===== src/rtl/uart_rx_fifo.sv =====
// rtl/uart_rx_fifo.sv - UART 8N1 receiver feeding a first-word-fall-through receive FIFO
// Sticky framing/overrun flags; the receive FSM never stalls on a full buffer.
module uart_rx_fifo #(
  parameter int CLOCK_FREQ  = 50000000,
  parameter int BAUD_RATE   = 115200,
  parameter int BUFFER_SIZE = 16
) (
  input  logic                               clk,
  input  logic                               reset_n,
  input  logic                               rx,
  input  logic                               rd_en,
  output logic [7:0]                         rd_data,
  output logic                               empty,
  output logic                               full,
  output logic [$clog2(BUFFER_SIZE+1)-1:0]   count,
  output logic                               frame_error,
  output logic                               overrun,
  input  logic                               clear_errors
);

  localparam int CLKS_PER_BIT = CLOCK_FREQ / BAUD_RATE;
  localparam int HALF         = CLKS_PER_BIT / 2;
  localparam int CW           = $clog2(CLKS_PER_BIT);
  localparam int PW           = $clog2(BUFFER_SIZE);
  localparam int NW           = $clog2(BUFFER_SIZE + 1);

  localparam logic [CW-1:0] BIT_RELOAD  = CW'(CLKS_PER_BIT - 1);
  localparam logic [CW-1:0] HALF_RELOAD = CW'(HALF - 1);
  localparam logic [NW-1:0] DEPTH       = NW'(BUFFER_SIZE);

  localparam logic [1:0] IDLE  = 2'd0;
  localparam logic [1:0] START = 2'd1;
  localparam logic [1:0] DATA  = 2'd2;
  localparam logic [1:0] STOP  = 2'd3;

  logic          rx_meta_q, rx_s_q, rx_d1_q;
  logic [1:0]    state_q, state_d;
  logic [CW-1:0] cnt_q, cnt_d;
  logic [2:0]    idx_q, idx_d;
  logic [7:0]    shift_q, shift_d;
  logic [PW-1:0] wr_ptr_q, rd_ptr_q;
  logic [NW-1:0] count_q, count_d;
  logic [7:0]    mem_q [BUFFER_SIZE];
  logic          frame_error_q, frame_error_d;
  logic          overrun_q, overrun_d;

  logic push_req, stop_bad, push, pop, drop;
  logic empty_w, full_w;

  assign empty_w = (count_q == '0);
  assign full_w  = (count_q == DEPTH);

  always_comb begin
    state_d  = state_q;
    cnt_d    = cnt_q;
    idx_d    = idx_q;
    shift_d  = shift_q;
    push_req = 1'b0;
    stop_bad = 1'b0;
    case (state_q)
      IDLE: begin
        if (rx_d1_q && !rx_s_q) begin
          cnt_d   = HALF_RELOAD;
          state_d = START;
        end
      end
      START: begin
        if (cnt_q == '0) begin
          // A start bit that is high again at mid-bit was line noise.
          if (!rx_s_q) begin
            state_d = DATA;
            idx_d   = 3'd0;
            cnt_d   = BIT_RELOAD;
          end else begin
            state_d = IDLE;
          end
        end else begin
          cnt_d = cnt_q - 1'b1;
        end
      end
      DATA: begin
        if (cnt_q == '0) begin
          shift_d[idx_q] = rx_s_q;
          cnt_d          = BIT_RELOAD;
          if (idx_q == 3'd7) state_d = STOP;
          else               idx_d   = idx_q + 3'd1;
        end else begin
          cnt_d = cnt_q - 1'b1;
        end
      end
      STOP: begin
        if (cnt_q == '0) begin
          state_d = IDLE;
          if (rx_s_q) push_req = 1'b1;
          else        stop_bad = 1'b1;
        end else begin
          cnt_d = cnt_q - 1'b1;
        end
      end
      default: state_d = IDLE;
    endcase
  end

  // A pop in the same cycle frees the slot a full-buffer push needs.
  assign pop  = rd_en && !empty_w;
  assign push = push_req && (!full_w || pop);
  assign drop = push_req && !push;

  always_comb begin
    count_d = count_q;
    case ({push, pop})
      2'b10:   count_d = count_q + 1'b1;
      2'b01:   count_d = count_q - 1'b1;
      default: count_d = count_q;
    endcase
    frame_error_d = stop_bad | (frame_error_q & ~clear_errors);
    overrun_d     = drop | (overrun_q & ~clear_errors);
  end

  always_ff @(posedge clk or negedge reset_n) begin
    if (!reset_n) begin
      rx_meta_q     <= 1'b1;
      rx_s_q        <= 1'b1;
      rx_d1_q       <= 1'b1;
      state_q       <= IDLE;
      cnt_q         <= '0;
      idx_q         <= 3'd0;
      shift_q       <= 8'd0;
      wr_ptr_q      <= '0;
      rd_ptr_q      <= '0;
      count_q       <= '0;
      frame_error_q <= 1'b0;
      overrun_q     <= 1'b0;
      for (int i = 0; i < BUFFER_SIZE; i++) mem_q[i] <= 8'd0;
    end else begin
      rx_meta_q     <= rx;
      rx_s_q        <= rx_meta_q;
      rx_d1_q       <= rx_s_q;
      state_q       <= state_d;
      cnt_q         <= cnt_d;
      idx_q         <= idx_d;
      shift_q       <= shift_d;
      count_q       <= count_d;
      frame_error_q <= frame_error_d;
      overrun_q     <= overrun_d;
      if (push) begin
        mem_q[wr_ptr_q] <= shift_q;
        wr_ptr_q        <= wr_ptr_q + 1'b1;
      end
      if (pop) rd_ptr_q <= rd_ptr_q + 1'b1;
    end
  end

  assign rd_data     = mem_q[rd_ptr_q];
  assign empty       = empty_w;
  assign full        = full_w;
  assign count       = count_q;
  assign frame_error = frame_error_q;
  assign overrun     = overrun_q;

endmodule


===== config.mk =====
export PLATFORM = sky130hd
export DESIGN_NAME = uart_rx_fifo
export DESIGN_NICKNAME = d
export VERILOG_FILES = /design/src/rtl/uart_rx_fifo.sv
export SDC_FILE = /design/constraint.sdc
export NUM_CORES = 1
export LEC_CHECK = 0
export CAP_MARGIN = 40
export CORE_MARGIN = 1
export CORE_UTILIZATION = 36
export DETAILED_ROUTE_END_ITERATION = 8
export GPL_TIMING_DRIVEN = 0
export SKIP_CTS_REPAIR_TIMING = 1
export SLEW_MARGIN = 20
export SYNTH_ARGS = -nofsm -noshare
export SYNTH_HDL_FRONTEND = slang
export SYNTH_SLANG_ARGS = --single-unit
export TNS_END_PERCENT = 20

===== constraint.sdc =====
create_clock -name clk -period 2.9 [get_ports clk]
set_input_delay 0.87 -clock clk [delete_from_list [all_inputs] [get_ports clk]]
set_output_delay 0.87 -clock clk [all_outputs]
set_load 0.02 [all_outputs]

======== Yosys cells after proc, flatten, opt, wreduce, memory -nomap -nowiden ========
Index checks and enable logic that the tools add are counted.
operators by class
  bitwise operators ....................... 7
  muxes and demuxes ....................... 34
  add/subtract/negate cells ............... 6
  $lt $le $gt $ge ......................... 5
  reduce and logical (&&, ||, !) cells .... 20
  equality and inequality tests ........... 16
operator list
  operator                                                            number
  128-bit bitwise mux                                                 1
  9-bit two-way mux                                                   5
  9-bit one-hot mux with 4 select lines                               1
  8-bit binary-select mux with 4-bit select                           1
  8-bit demux with 4-bit select                                       1
  8-bit two-way mux                                                   3
  2-bit != test, second input constant                                8
  2-bit two-way mux                                                   6
  3-bit two-way mux                                                   4
  5-bit greater-or-equal comparator, second input constant            2
  4-bit inverter with 5-bit output                                    2
  5-bit one-hot mux with 2 select lines                               1
  5-bit AND reduction                                                 2
  9-bit zero test                                                     1
  9-bit by 1-bit subtractor with 9-bit output, second input constant  1
  4-bit by 1-bit adder with 4-bit output, second input constant       2
  8-bit bitwise mux                                                   1
  2-bit one-hot mux with 4 select lines                               1
  1-bit two-way mux                                                   7
  2-bit equality test, second input constant                          3
  1-bit logical AND                                                   6
  3-bit one-hot mux with 2 select lines                               1
  5-bit by 1-bit adder with 5-bit output, second input constant       1
  5-bit equality test, second input constant                          1
  other kinds (19)                                                    26
storage, ports and cells
  logic and storage cells ................. 116
  bits of input ports ..................... 5
  register bits ........................... 168
  output and inout port bits .............. 17

======== Logic depth before layout (Yosys ltp) ========
Gate-level depths: netlist (run 1).
  depth in word-level cells ............... 8
  gate-level depth with buffers ........... 14
  depth with buffers taken out ............ 13

======== Worst setup path after synthesis (run 1) ========
No wires, ideal clock.
  kind .................................... flip-flop to flip-flop
  start point ............................. register count_q[0] (netlist: count[0])
  end point ............................... register count_q[4] (netlist: count[4])
  slack ................................... -0.214 ns
  path buffers ............................ 1
  library setup time ...................... 0.125 ns
  arrival ................................. 2.989 ns
  data required time ...................... 2.775 ns
  stages on the path, launching flop included .. 12
  period minus slack after synthesis ...... 3.114 ns
  path through ............................ dfrtp_1 > or4_4 > nor2_1 > nor2b_1 > clkbuf_1 > ha_1 > fa_1 > a21o_1 > a21oi_1 > xor2_1 > nor2_1 > xnor2_1
between the ends
  word-level cells in the longest chain between the ends .. 7
  elaborated cells on any way between the ends .. 13
  those cells by class .................... 2 x add/sub; 3 x eq/ne; 1 x mux; 7 x reduce/logical
ends and longest elaborated chain
  item                                                                                          RTL line  RTL
  start: declaration                                                                            42        logic [NW-1:0] count_q, count_d;
  start signal: assignment                                                                      143       count_q <= count_d;
  5-bit zero test *                                                                             50        assign empty_w = (count_q == '0);
  net empty                                                                                     13        output logic empty,
  1-bit zero test *                                                                             105       assign pop = rd_en && !empty_w;
  1-bit logical AND *                                                                           105
  net pop                                                                                       47        logic push_req, stop_bad, push, pop, drop;
  1-bit logical OR                                                                              106       assign push = push_req && (!full_w || pop);
  1-bit logical AND                                                                             106
  2-bit by 1-bit equality test with 1-bit output / 2-bit equality test (equally long branches)  111       case ({push, pop})
  5-bit one-hot mux with 2 select lines / 2-bit nonzero test (equally long branches)            -
Mark *: on every way through the listed nets, which the timed path passes. The rest lies on a longest branch.
A chain may end at the register's enable or synchronous reset.

======== Worst setup path in the final report (run 1) ========
  start point ............................. register rd_ptr_q[0]
  end point ............................... output rd_data[7]
between the ends
  word-level cells in the longest chain between the ends .. 4
ends and longest elaborated chain
  item                                                    RTL line  RTL
  start: declaration                                      41        logic [PW-1:0] wr_ptr_q, rd_ptr_q;
  start signal: assignment                                150       if (pop) rd_ptr_q <= rd_ptr_q + 1'b1;
  4-bit inverter with 5-bit output (implied by the code)  154       assign rd_data = mem_q[rd_ptr_q];
  8-bit binary-select mux with 4-bit select               154
  8-bit two-way mux (implied by the code) (2 in series)   154
  end: declaration                                        12        output logic [7:0] rd_data,
No other way between the ends. The select of a mux whose other input is x is not followed.

==> results.md, run 1 <==
- The detailed-router iteration count before antenna repair is 4.
- The quantity of I/O buffers inserted on ports is 21.
- Counting every net in the synthesized netlist gives 579.
- The total core area is 22090 um^2.
- The number of maximum-capacitance constraint violations is 0.
- Using the TritonRoute via totals, the vias-per-cell ratio works out to 5.257.
- Summed over all nets, wire length on met3 after detailed routing comes to 548 um.
- The critical path data required time is 2.03 ns.
- The flow ran to the end, but the final reports show violations.
- The startpoint of the worst-slack reg-to-reg timing path is cnt_q[0].
- Data arrives at the worst endpoint at 2.33 ns.
- On the critical path the largest part of the delay comes from multiplexers.
- The met1 layer wirelength in the final routing is 7.927 mm.
- The total global routing track utilization is 15.97%.
- The leakage power summed over all cells is 4.533 nW.
- The launch point of the critical path is rd_ptr_q[0].
- The setup path with the least slack is of type reg2out.
- The die is 152.9 um wide.
- In this run the mean area of a mapped cell was 14.76 um^2.
- The number of antenna violations at the first check in global routing is 0.
- The worst hold path stage count is 0.
- The die covers 23370 um^2.
- The total of warnings raised by yosys is 0.
- The number of vias after detailed routing is 4747.
- Measured along the y axis, the die boundary spans 152.9 um.
- The final count of hold timing violations came to 0.
- Timing would allow up to 312.7 MHz.
- The power per cell area is 751.9 nW/um^2.
- Summed over all nets, wire length on met2 after detailed routing comes to 8.977 mm.
- The number of global-route vias before repair was 5134.
- The library cells used most frequently in the layout, excluding fill and tap cells, are sky130_fd_sc_hd__dfrtp_1 (161), sky130_fd_sc_hd__mux2_2 (107), sky130_fd_sc_hd__mux4_2 (40).
- The checks that failed: setup timing.
- The classification of the worst-slack hold path is reg2reg.
- At the later pin of the worst-skew pair, clock insertion delay measures 0.44 ns.
- The final layout contains routed wiring with a total length of 17.57 mm.
- The number of antenna-violating nets in the routed design is 0.
- For this run, the register share of the synthesized area comes to 51.35%.
- The detailed placer's ending HPWL is 12.13 mm.
- The commonest register cell after synthesis is sky130_fd_sc_hd__dfrtp_1.
- The total number of H-tree levels is 4.
- In this run the deepest clock path goes through 2 buffers.
- Clock tree synthesis selected as its root buffer the cell sky130_fd_sc_hd__clkbuf_16.
- At the end of routability-driven placement, the weighted congestion stood at 0.7450.
- The leading cell type in the layout, fill and taps excluded is sky130_fd_sc_hd__dfrtp_1.
- The first global-routing pass estimated 28.78 mm of wire.
- Across the routed clock network, the largest skew measured is 0.01186 ns.
- Row generation in the floorplan step produced 54 rows.
- Setup violations remaining at the end of the flow were counted as 9.
- In this run the count of I/O pins placed on the die edge is 22.
- Of the available clock period, the critical path in the final layout requires 110.3%.
- The maximum resistive drop on vdd is 0.4886 mV.
- The number of pins exceeding their max-slew limit in the final report is 0.
- The register bit count reported by yosys is 168.
- The clock edge transition at the registers on the reported setup and hold paths is 0.07 ns.
- The worst setup path is captured at a primary output.
- The antenna diode count is 0.
- Yosys mapped a number of flops with a built-in enable equal to 0.
- The number of buffers and inverters on the critical path is 3.
- TritonCTS built the clock tree.
- The critical path goes through buf_12 -> buf_12 -> mux4_2 -> mux4_2 -> clkbuf_2.
- Summing all flip-flop and latch instances after layout gives 4213 um^2.
- The normalized max-slew margin is 43.53%.
- Following the worst setup path forward leads to its endpoint at rd_data[7].
- The CTS buffer count is 17.
- The setup check on the worst reg-to-reg path leaves a slack of -0.11 ns.
- In the final routed layout, each cell accounts on average for 19.46 um.
- The number of cell instances on the worst register-to-register path is 14.
- The cell count after synthesis is 555.
- At the pin with the least slew margin, the transition time is 0.8393 ns.
- The worst setup path is launched from a register.
- The final critical path time including I/O delays and setup is 3.198 ns.
- The area growth from synthesis to layout is 18.16%.
- Setup repair after global routing could not meet its margin everywhere.
- The cell depth of the worst setup path is 5.
- Along the worst path, the maximum fanout reaches 7.
- The highest metal layer with signal wires is met4.
- Setup slack on the critical path of the routed design comes to -0.2979 ns.
- The number of fill cells is 1939.
- The netlist area before placement is 8194 um^2.
- For this run, design rule violations remaining after detail routing come to 0.
- Summing all multi-input logic gate instances after layout gives 3795 um^2.
- The final-layout setup total negative slack is -2.391 ns.
- Of all flip-flops after synthesis, the portion carrying an async set or reset was 100.0%.
- The final layout net count is 634.
- The maximum number of pins on one net before global-route repair is 103.
- The initial utilization of the core area, before any placement, comes to 37.09%.
- Of the cells placed in the final design, the portion with a size suffix greater than 1 is 46.07%.
- The netlist uses 49 different library cells.
- The number of violations reported at the end of detailed-routing iteration 0 is 199.
- The cell with the largest stage delay on the worst path is sky130_fd_sc_hd__mux4_2.
- The worst register-to-register path ends at count[4].
- The clock net in this run drives a total of 168 sinks.
- The final cell count without fillers is 903.
- On the worst path, the slowest cell contributes a delay of 0.54 ns.
- The number of placed cells counting well taps is 857.
- For this run the aggregate overflow at the end of global routing stands at 0.
## per-layer routing
metal  global-route usage, %  vias to the layer above
li1                        -                     2166
met1                   21.03                     2504
met2                   27.02                       68
met3                   3.346                        9
met4                   3.704                        0
met5                       0                        -
## power breakdown
part	internal, mW	switching [mW]
clock	1.33	1.06
combinational	1.03	1.14
sequential	2.51	0.218
total	4.86	2.42
## Yosys cell counts, types with 2 or more instances
master | count | share of area (%)
sky130_fd_sc_hd__buf_1 | 4 | 0.18
sky130_fd_sc_hd__buf_6 | 5 | 0.69
sky130_fd_sc_hd__nor2_1 | 10 | 0.46
sky130_fd_sc_hd__and3_1 | 10 | 0.76
sky130_fd_sc_hd__xor2_1 | 3 | 0.32
sky130_fd_sc_hd__nor3_1 | 6 | 0.37
sky130_fd_sc_hd__nand3b_1 | 2 | 0.18
sky130_fd_sc_hd__clkbuf_1 | 20 | 0.92
sky130_fd_sc_hd__xnor2_1 | 8 | 0.86
sky130_fd_sc_hd__nand2_1 | 18 | 0.82
sky130_fd_sc_hd__o311ai_0 | 2 | 0.21
sky130_fd_sc_hd__o21ai_0 | 11 | 0.67
sky130_fd_sc_hd__a21oi_1 | 10 | 0.61
sky130_fd_sc_hd__mux4_2 | 40 | 11
sky130_fd_sc_hd__nand3_1 | 3 | 0.18
sky130_fd_sc_hd__nand3_2 | 8 | 0.98
sky130_fd_sc_hd__o22a_1 | 2 | 0.21
sky130_fd_sc_hd__a311oi_1 | 3 | 0.32
sky130_fd_sc_hd__o41ai_1 | 2 | 0.21
sky130_fd_sc_hd__a21o_1 | 6 | 0.55
sky130_fd_sc_hd__dfrtp_1 | 165 | 50
sky130_fd_sc_hd__nor2b_1 | 4 | 0.31
sky130_fd_sc_hd__mux2_4 | 32 | 5.9
sky130_fd_sc_hd__nor3_4 | 2 | 0.40
sky130_fd_sc_hd__inv_1 | 16 | 0.73
sky130_fd_sc_hd__ha_1 | 18 | 2.7
sky130_fd_sc_hd__nand4_1 | 3 | 0.23
sky130_fd_sc_hd__mux2_2 | 107 | 15
sky130_fd_sc_hd__nor3b_1 | 2 | 0.18
sky130_fd_sc_hd__dfstp_2 | 3 | 0.96
sky130_fd_sc_hd__o211ai_1 | 3 | 0.27
sky130_fd_sc_hd__buf_2 | 9 | 0.55
sky130_fd_sc_hd__and2_1 | 2 | 0.15
## cells by family after synthesis
family	synth area share, %
muxes	31.56
DFF	51.35
and+or+nand+nor	5.955
buffers and inverters	3.069
AOI/OAI and AO/OA	3.894
adders and majority gates	2.993
xor gates and xnor gates	1.176
## registers in the layout, summed over array words and instances, names as in the netlist, named ones only
signal / count
wr_ptr_q: 4
overrun: 1
rx_s_q: 1
frame_error: 1
rd_ptr_q: 4
rx_meta_q: 1
state_q: 1
count: 5
rx_d1_q: 1
cnt_q: 9
idx_q: 3
shift_q: 8
mem_q: 128
## worst min path at each step
stage | endpoint | startpoint
CTS | rx_s_q | rx_meta_q
detailed placement | rx_s_q | rx_meta_q
global placement | rx_s_q | rx_meta_q
finish | rx_s_q | rx_meta_q
floorplan | rx_s_q | rx_meta_q
global route | rx_s_q | rx_meta_q
## per-stage QoR
| stage | hold slack (ns) | power (mW) | util [%] | cell area, um^2 | setup slack [ns] |
|---|---|---|---|---|---|
| 2_1_floorplan | 0.3452 | 4.016 | - | 8212 | -0.002379 |
| 3_3_place_gp | 0.3458 | 4.477 | 39.70 | 8772 | -6.289 |
| 3_5_place_dp | 0.3468 | 4.575 | 39.85 | 8805 | -0.8447 |
| 4_1_cts | 0.3567 | 6.998 | 42.69 | 9433 | -1.325 |
| 5_1_grt | 0.3578 | 7.652 | 43.82 | 9682 | -0.3450 |
| 6_report | 0.3568 | 7.280 | 43.82 | 9682 | -0.2979 |
## layout make-up
| class | count | share of cell area, % |
|---|---|---|
| clock buffers | 17 | 4.394 |
| repair buffers | 39 | 4.123 |
| flip-flops and latches | 168 | 43.51 |
| well taps | 280 | 3.619 |
| clock inverters | 15 | 2.094 |
| multi-input cells | 333 | 39.20 |
| plain buffers | 35 | 2.442 |
| inverters | 16 | 0.6203 |
Power figures use the tool's default switching activity.
==> run 2, diff against run 1 <==
--- a/config.mk
+++ b/config.mk
@@ -6,7 +6,8 @@
 export NUM_CORES = 1
 export LEC_CHECK = 0
 export CAP_MARGIN = 40
-export CORE_MARGIN = 1
+export CORE_ASPECT_RATIO = 0.5
+export CORE_MARGIN = 4
 export CORE_UTILIZATION = 36
 export DETAILED_ROUTE_END_ITERATION = 8
 export GPL_TIMING_DRIVEN = 0
==> run 2 against run 1 <==
  * The flow still finishes with violations (setup timing)
  * Critical path depth is the same
  * Sequential share of layout area shrank 0.14 points
  * Non-clock buffer count is the same
  * Register-to-register slack gained 0.09 ns
  * Die area grew 8.6%
  * Critical path type unchanged
  * Largest cell class unchanged
==> results.md, run 2 (synthesis gave the netlist of run 1 again) <==
- Global routing consumed, over all layers together, 13.92% of the routing resources.
- The final routed wirelength across all metal layers is 17.12 mm.
- The final critical path time including I/O delays and setup is 3.254 ns.
- The global routing stage identified its most utilized layer as met2.
- The floorplan step defined a die boundary enclosing 25390 um^2.
- The critical path buffer and inverter count is 3.
- The number of vias after detailed routing is 4719.
- The layout cell share with drive strength beyond 1 is 45.10%.
- The share of total power dissipated in the clock network is 33.2%.
- The number of antenna diodes in the final layout is 0.
- In this run the number of H-tree levels came out at 4.
- At the end of routability-driven placement, the weighted congestion stood at 0.7319.
- The quantity of I/O buffers inserted on ports is 21.
- Across the VDD grid, the largest voltage drop is 0.4681 mV.
- The net switching fraction of the power is 31.78%.
- In this run the power spent charging and discharging nets is 2.308 mW.
- The category of cells accounting for the largest share of critical-path delay is multiplexers.
- The tightest hold margin is 0.3565 ns.
- The height of the die is 114.7 um.
- In the post-route analysis, the smallest setup slack over all paths is -0.3538 ns.
- Data on the critical path is required at its endpoint by 2.03 ns.
- The initial cell density of the core is 37.22%.
- The floorplan step set the die width to 221.4 um.
- The number of placed cells counting well taps is 877.
- Summing all placed instances gives a cell area of 8830 um^2.
- CTS placed an instance of sky130_fd_sc_hd__clkbuf_16 at the clock tree root.
- TritonCTS built the clock tree.
- Setup repair after global routing could not meet its margin everywhere.
- The number of violations reported at the end of detailed-routing iteration 0 is 187.
- For the pin with the worst max-slew slack, the measured transition is 0.8409 ns.
- The worst hold path belongs to the class reg2reg.
- Cells fill 44.11% of the core in the end.
- The number of antenna violations at the first check in global routing was 0.
- The clock drives 168 sinks.
- The number of antenna-violating nets in the routed design is 0.
- The share of the clock period used by the worst path is 112.2%.
- The top cell types in the final layout, fill and taps aside, are sky130_fd_sc_hd__dfrtp_1 (162), sky130_fd_sc_hd__mux2_2 (107), sky130_fd_sc_hd__mux4_2 (40).
- After detailed routing, the number of remaining DRC violations is 0.
- STA classifies the critical path startpoint as a register.
- Entering global routing, the biggest net connects 91 pins.
- The internal power contribution is 4.955 mW.
- The cell with the largest stage delay on the worst path is sky130_fd_sc_hd__mux4_2.
- The worst setup path is of the reg2out kind.
- The maximum clock frequency is 307.3 MHz.
- The checks that failed: setup timing.
- The register with the most flip-flops in the layout has 128 of them.
- The critical path arrival is 2.38 ns.
- In the final layout, the registers with the most flip-flops are mem_q: 128 flops, cnt_q: 9 flops, shift_q: 8 flops.
- Counting the fill cells in the layout gives 1958.
- The leading cell type in the layout, fill and taps excluded is sky130_fd_sc_hd__dfrtp_1.
- The area taken by multi-input logic gates is 3780 um^2.
- The proportion of power drawn by combinational gates is 29.3%.
- In this run, CTS created clock tree buffers numbering 17.
- The leftover overflow at the end of global routing is 0.
- Leaving out filler cells and counting taps, the final layout contains 923.
- The area growth from synthesis to layout is 18.49%.
- The clock reaches the later pin of the worst-skew pair after 0.43 ns.
- The first global-routing pass estimated 27.73 mm of wire.
- Before antenna repair, the detailed router went through 4 iterations.
- The number of pins exceeding their max-slew limit in the final report is 0.
- The total core area is 22010 um^2.
- Walking the worst path, the cells encountered are buf_12 -> buf_12 -> mux4_2 -> mux4_2 -> buf_6.
- In the routed layout, each cell is associated on average with a via count of 5.113.
- Setup violations remaining at the end of the flow were counted as 9.
- The met1 capacity usage during global routing is 19.48%.
- The detailed placer's ending HPWL is 11.76 mm.
- On the worst path, the slowest cell contributes a delay of 0.54 ns.
- The kind of end point of the critical path is a primary output.
- The net count of the finished layout is 634.
- The normalized max-slew margin is 43.42%.
- The largest driver fanout on the critical path is 5.
- The number of global-route vias before repair is 4909.
- The final count of hold timing violations is 0.
- Pin placement for this block handled 22 I/O pins.
- The post-route cell area is 9709 um^2.
- The run finished, with violations left.
- Global routing consumed, on the met3 layer, 2.997% of the routing resources.
- Clock-pin slew was measured on the worst setup and hold paths at 0.07 ns.
- For this design the static power due to leakage is 4.538 nW.
- The worst slack at placement is -0.8931 ns.
- The clock passes through at most 2 buffers.
- The top register by number of flip-flops is mem_q.
- The number of core rows is 38.
- The mean routed wirelength per cell is 18.54 um.
- The sequential cells in the finished layout cover a total of 4212 um^2.
- The relative contribution of sequential cells to total power is 37.5%.
- The clock tree skew after final layout is 0.01554 ns.
- Global routing consumed, on the met2 layer, 22.53% of the routing resources.
- Across the run, the number of max-cap violations was 0.
- Power spread over the standard cell area amounts to 748.1 nW/um^2.
## run 2: area by class of cell
cell class | count | share of cell area, %
sequential | 168 | 43.38
multi-input combinational | 333 | 38.93
tap | 300 | 3.866
buffer | 37 | 2.680
inverter | 16 | 0.6186
timing repair buffer | 37 | 4.124
clock buffer | 18 | 4.523
clock inverter | 14 | 1.881
## run 2: worst paths after layout
path / slack [ns] / to / depth (start not counted) / from
max: -0.35 / rd_data[7] / 5 / rd_ptr_q[0]
min reg2reg: 0.36 / rx_s_q / 0 / rx_meta_q
min: 0.36 / rx_s_q / 0 / rx_meta_q
max in group asynchronous: 1.61 / mem_q[95] / 2 / reset_n
max reg2reg: -0.02 / count[4] / 14 / cnt_q[0]
min in group asynchronous: 0.42 / count[3] / 1 / reset_n
## run 2: power by group through the flow
stage / Sequential, mW / Combinational, mW / Clock, mW
CTS: 2.69 / 1.81 / 2.45
global placement: 2.73 / 1.77 / 0
detailed placement: 2.74 / 1.80 / 0
global route: 2.75 / 2.35 / 2.57
floorplan: 2.74 / 1.27 / 0
finish: 2.73 / 2.13 / 2.41
## run 2: per-stage QoR
stage	setup TNS (ns)	power (mW)
finish	-2.669	7.263
global route	-3.313	7.675
detailed placement	-8.838	4.538
global placement	-989.49	4.494
CTS	-11.58	6.955
floorplan	-0.01904	4.016
## run 2: layer usage
metal	vias to the layer above	wire length [um]
li1	2168	-
met1	2484	8449
met2	54	8149
met3	13	401
met4	0	116
met5	-	0
==> run 3, diff against run 2 <==
==> constraint.sdc (replaced) <==
create_clock -name clk -period 4.1 [get_ports clk]
set_input_delay 1.23 -clock clk [delete_from_list [all_inputs] [get_ports clk]]
set_output_delay 1.23 -clock clk [all_outputs]
set_load 0.02 [all_outputs]
==> run 3 against run 2 <==
  * Count of clock-buffer cells in the layout unchanged
  * Worst hold slack gained 0.0014 ns
  * Clock power down 32%
  * Largest cell class unchanged
  * Final area decreased by 2.6%
  * First-iteration DRC count rose by 46%
  * The flow now finishes without violations
  * Power is 34% lower
  * Utilization fell by 1.2 points
  * Die area did not move
  * Combinational power is 40% lower
  * Critical path type unchanged
  * Sequential cell count unchanged
  * Critical endpoint is now rd_data[1]
==> results.md, run 3 (synthesis gave the netlist of run 1 again) <==
- The run finished with clean final reports.
- The maximum number of pins on one net before global-route repair is 96.
- The count of buffers added on input and output ports is 21.
- The total chip power is 4.825 mW.
- After detailed routing, the number of remaining DRC violations is 0.
- On the critical path, the stage with the largest delay is an instance of sky130_fd_sc_hd__clkdlybuf4s50_1.
- In this run the vertical extent of the chip is 114.7 um.
- Row generation in the floorplan step produced 38 rows.
- The number of vias after detailed routing is 4619.
- The CTS tree is done.
- The peak per-stage delay on the critical path is 0.56 ns.
- The kind of end point of the critical path is a primary output.
- For this configuration, the core starts out at a cell density of 37.22%.
- The top register by number of flip-flops is mem_q.
- The register with the most flip-flops in the layout has 128 of them.
- The final-layout setup total negative slack is 0 ns.
- The critical path arrival is 2.74 ns.
- From synthesis to final layout, the design area changed by 15.39%.
- The share of the clock period used by the worst path is 96.80%.
- The later pin in the worst-skew pair is clocked with a latency of 0.43 ns.
- The number of global-route vias before repair is 4994.
- The finished cells cover 9455 um^2.
- In this run the clock root is driven by a sky130_fd_sc_hd__clkbuf_16.
- Based on the critical path, the design can be clocked at up to 252.0 MHz.
- The number of pins exceeding their max-slew limit in the final report is 0.
- Across the run, the number of max-cap violations was 0.
- The layout cell share with drive strength beyond 1 is 41.15%.
- The total global routing track utilization is 13.87%.
- The clock tree skew after final layout is 0.01217 ns.
- After detailed routing, the average wire length per cell comes to 18.22 um.
- The total core area is 22010 um^2.
- The transition time of the tightest slew-check pin is 0.7524 ns.
- Wires add up to 16.58 mm.
- For this run, the post-layout net count is 621.
- For this block, the initial DRC count from the detailed router was 273.
- The total overflow left after global routing is 0.
- The cell that appears most often on the critical path is sky130_fd_sc_hd__mux4_2.
- The number of fill cells is 2005.
- In this run the worst path has a maximum fanout of 10.
- Setup repair after global routing left no endpoint under its margin.
- Including well taps, the total number of placed cells is 877.
- The classification of the worst-slack hold path is reg2reg.
- The final critical path time including I/O delays and setup is 3.969 ns.
- The final count of hold timing violations came to 0.
- The worst setup path is of the reg2out kind.
- Across all hold checks on the routed design, the worst slack comes to 0.3579 ns.
- The post-detailed-placement cell area is 8812 um^2.
- Setup violations remaining at the end of the flow were counted as 0.
- Detailed placement finished with a half-perimeter wire length of 11.63 mm.
- The overall die area is 25390 um^2.
- The antenna diode count is 0.
- The first global-routing pass estimated 27.54 mm of wire.
- The CTS buffer count is 17.
- The critical path goes through buf_6 -> mux4_2 -> mux4_2 -> clkdlybuf4s50_1.
- The leakage power summed over all cells is 4.355 nW.
- The worst setup path is launched from a register.
- The detailed-router iteration count before antenna repair is 4.
- The die span in x is 221.4 um.
- The launch point of the critical path is rd_ptr_q[0].
- For this design, the sink count on the clock tree is 168.
- For the worst setup path, the data required time is 2.87 ns.
- The number of antenna-violating nets in the routed design is 0.
- The number of antenna violations at the first check in global routing came to 0.
- Routability-driven placement finished with a final weighted congestion of 0.7372.
- The origin of the worst min-delay path is rx_meta_q.
- Headroom to the max-slew limit came out at 49.38%.
- The clock passes through at most 2 buffers.
- The clock edge transition at the registers on the reported setup and hold paths is 0.07 ns.
- The detailed-route vias per instance is 5.076.
- In this run the number of H-tree levels came out at 4.
- The library cell used most frequently in the layout, excluding fill and tap cells, is sky130_fd_sc_hd__dfrtp_1.
- In this run the count of I/O pins placed on the die edge is 22.
- The finished layout holds 910 standard cells, fillers aside.
- The power per cell area is 510.3 nW/um^2.
- The top cell types in the final layout, fill and taps aside, are sky130_fd_sc_hd__dfrtp_1 (164), sky130_fd_sc_hd__mux2_2 (107), sky130_fd_sc_hd__mux4_2 (40).
- The largest registers in the layout are mem_q: 128 flops, cnt_q: 9 flops, shift_q: 8 flops.
- The startpoint of the worst-slack reg-to-reg timing path is cnt_q[0].
- The maximum resistive drop on vdd is 0.3068 mV.
run 3: cell types whose count changed in the layout (fill, tap and decap cells not counted), sizes merged:
cell,delta
clkinvlp,+2
clkdlybuf4s50,+10
buf,-14
bufinv,-1
inv,-1
clkbuf,-7
dlymetal6s2s,-2
run 3: metrics by stage:
step | setup slack, ns | utilization [%]
after CTS | -0.4903 | 42.72
after global routing | 0.05028 | 42.95
after global placement | -5.198 | 39.88
after floorplan | 0.8376 | -
final | 0.1310 | 42.95
after detailed placement | -0.03721 | 40.03
run 3: area by class of cell:
cell class                      count  area (um^2)  share of cell area [%]
Buffer                             36        214.0                   2.263
Clock buffer                       18        429.2                   4.539
Clock inverter                     14        163.9                   1.733
Inverter                           16        60.06                  0.6352
Multi-Input combinational cell    333         3735                   39.50
Sequential cell                   168         4209                   44.52
Tap cell                          300        375.4                   3.970
Timing Repair Buffer               25        269.0                   2.845
run 3: where the power goes:
part | leakage, nW | total (mW) | internal [mW] | switching, mW
Sequential | 2.30 | 1.92 | 1.77 | 0.147
Combinational | 1.78 | 1.27 | 0.563 | 0.710
Clock | 0.279 | 1.63 | 0.915 | 0.717
Total | 4.36 | 4.83 | 3.25 | 1.57
run 3: worst paths after layout:
check,slack (ns),end,cells past startpoint
worst max-delay path,0.13,rd_data[1],4
worst min-delay path,0.36,rx_s_q,0
worst max register to register,0.65,count[4],14
worst min register to register,0.36,rx_s_q,0
max in group asynchronous,2.48,mem_q[122],2
min in group asynchronous,0.75,count[3],1
run 3: per-layer routing:
metal	share of wire (%)	track usage (%)	wire length [um]
met1	51	19.57	8377
met2	46	22.04	7667
met3	2.2	3.023	360
met4	1.1	3.614	175
met5	0	0	0
run 3: worst max-delay path, delay by kind of cell, from the launching register on:
family / cells / cell delay (ns)
buffers and inverters: 2 / 0.77
flip-flops: 1 / 0.45
multiplexers: 2 / 1.08
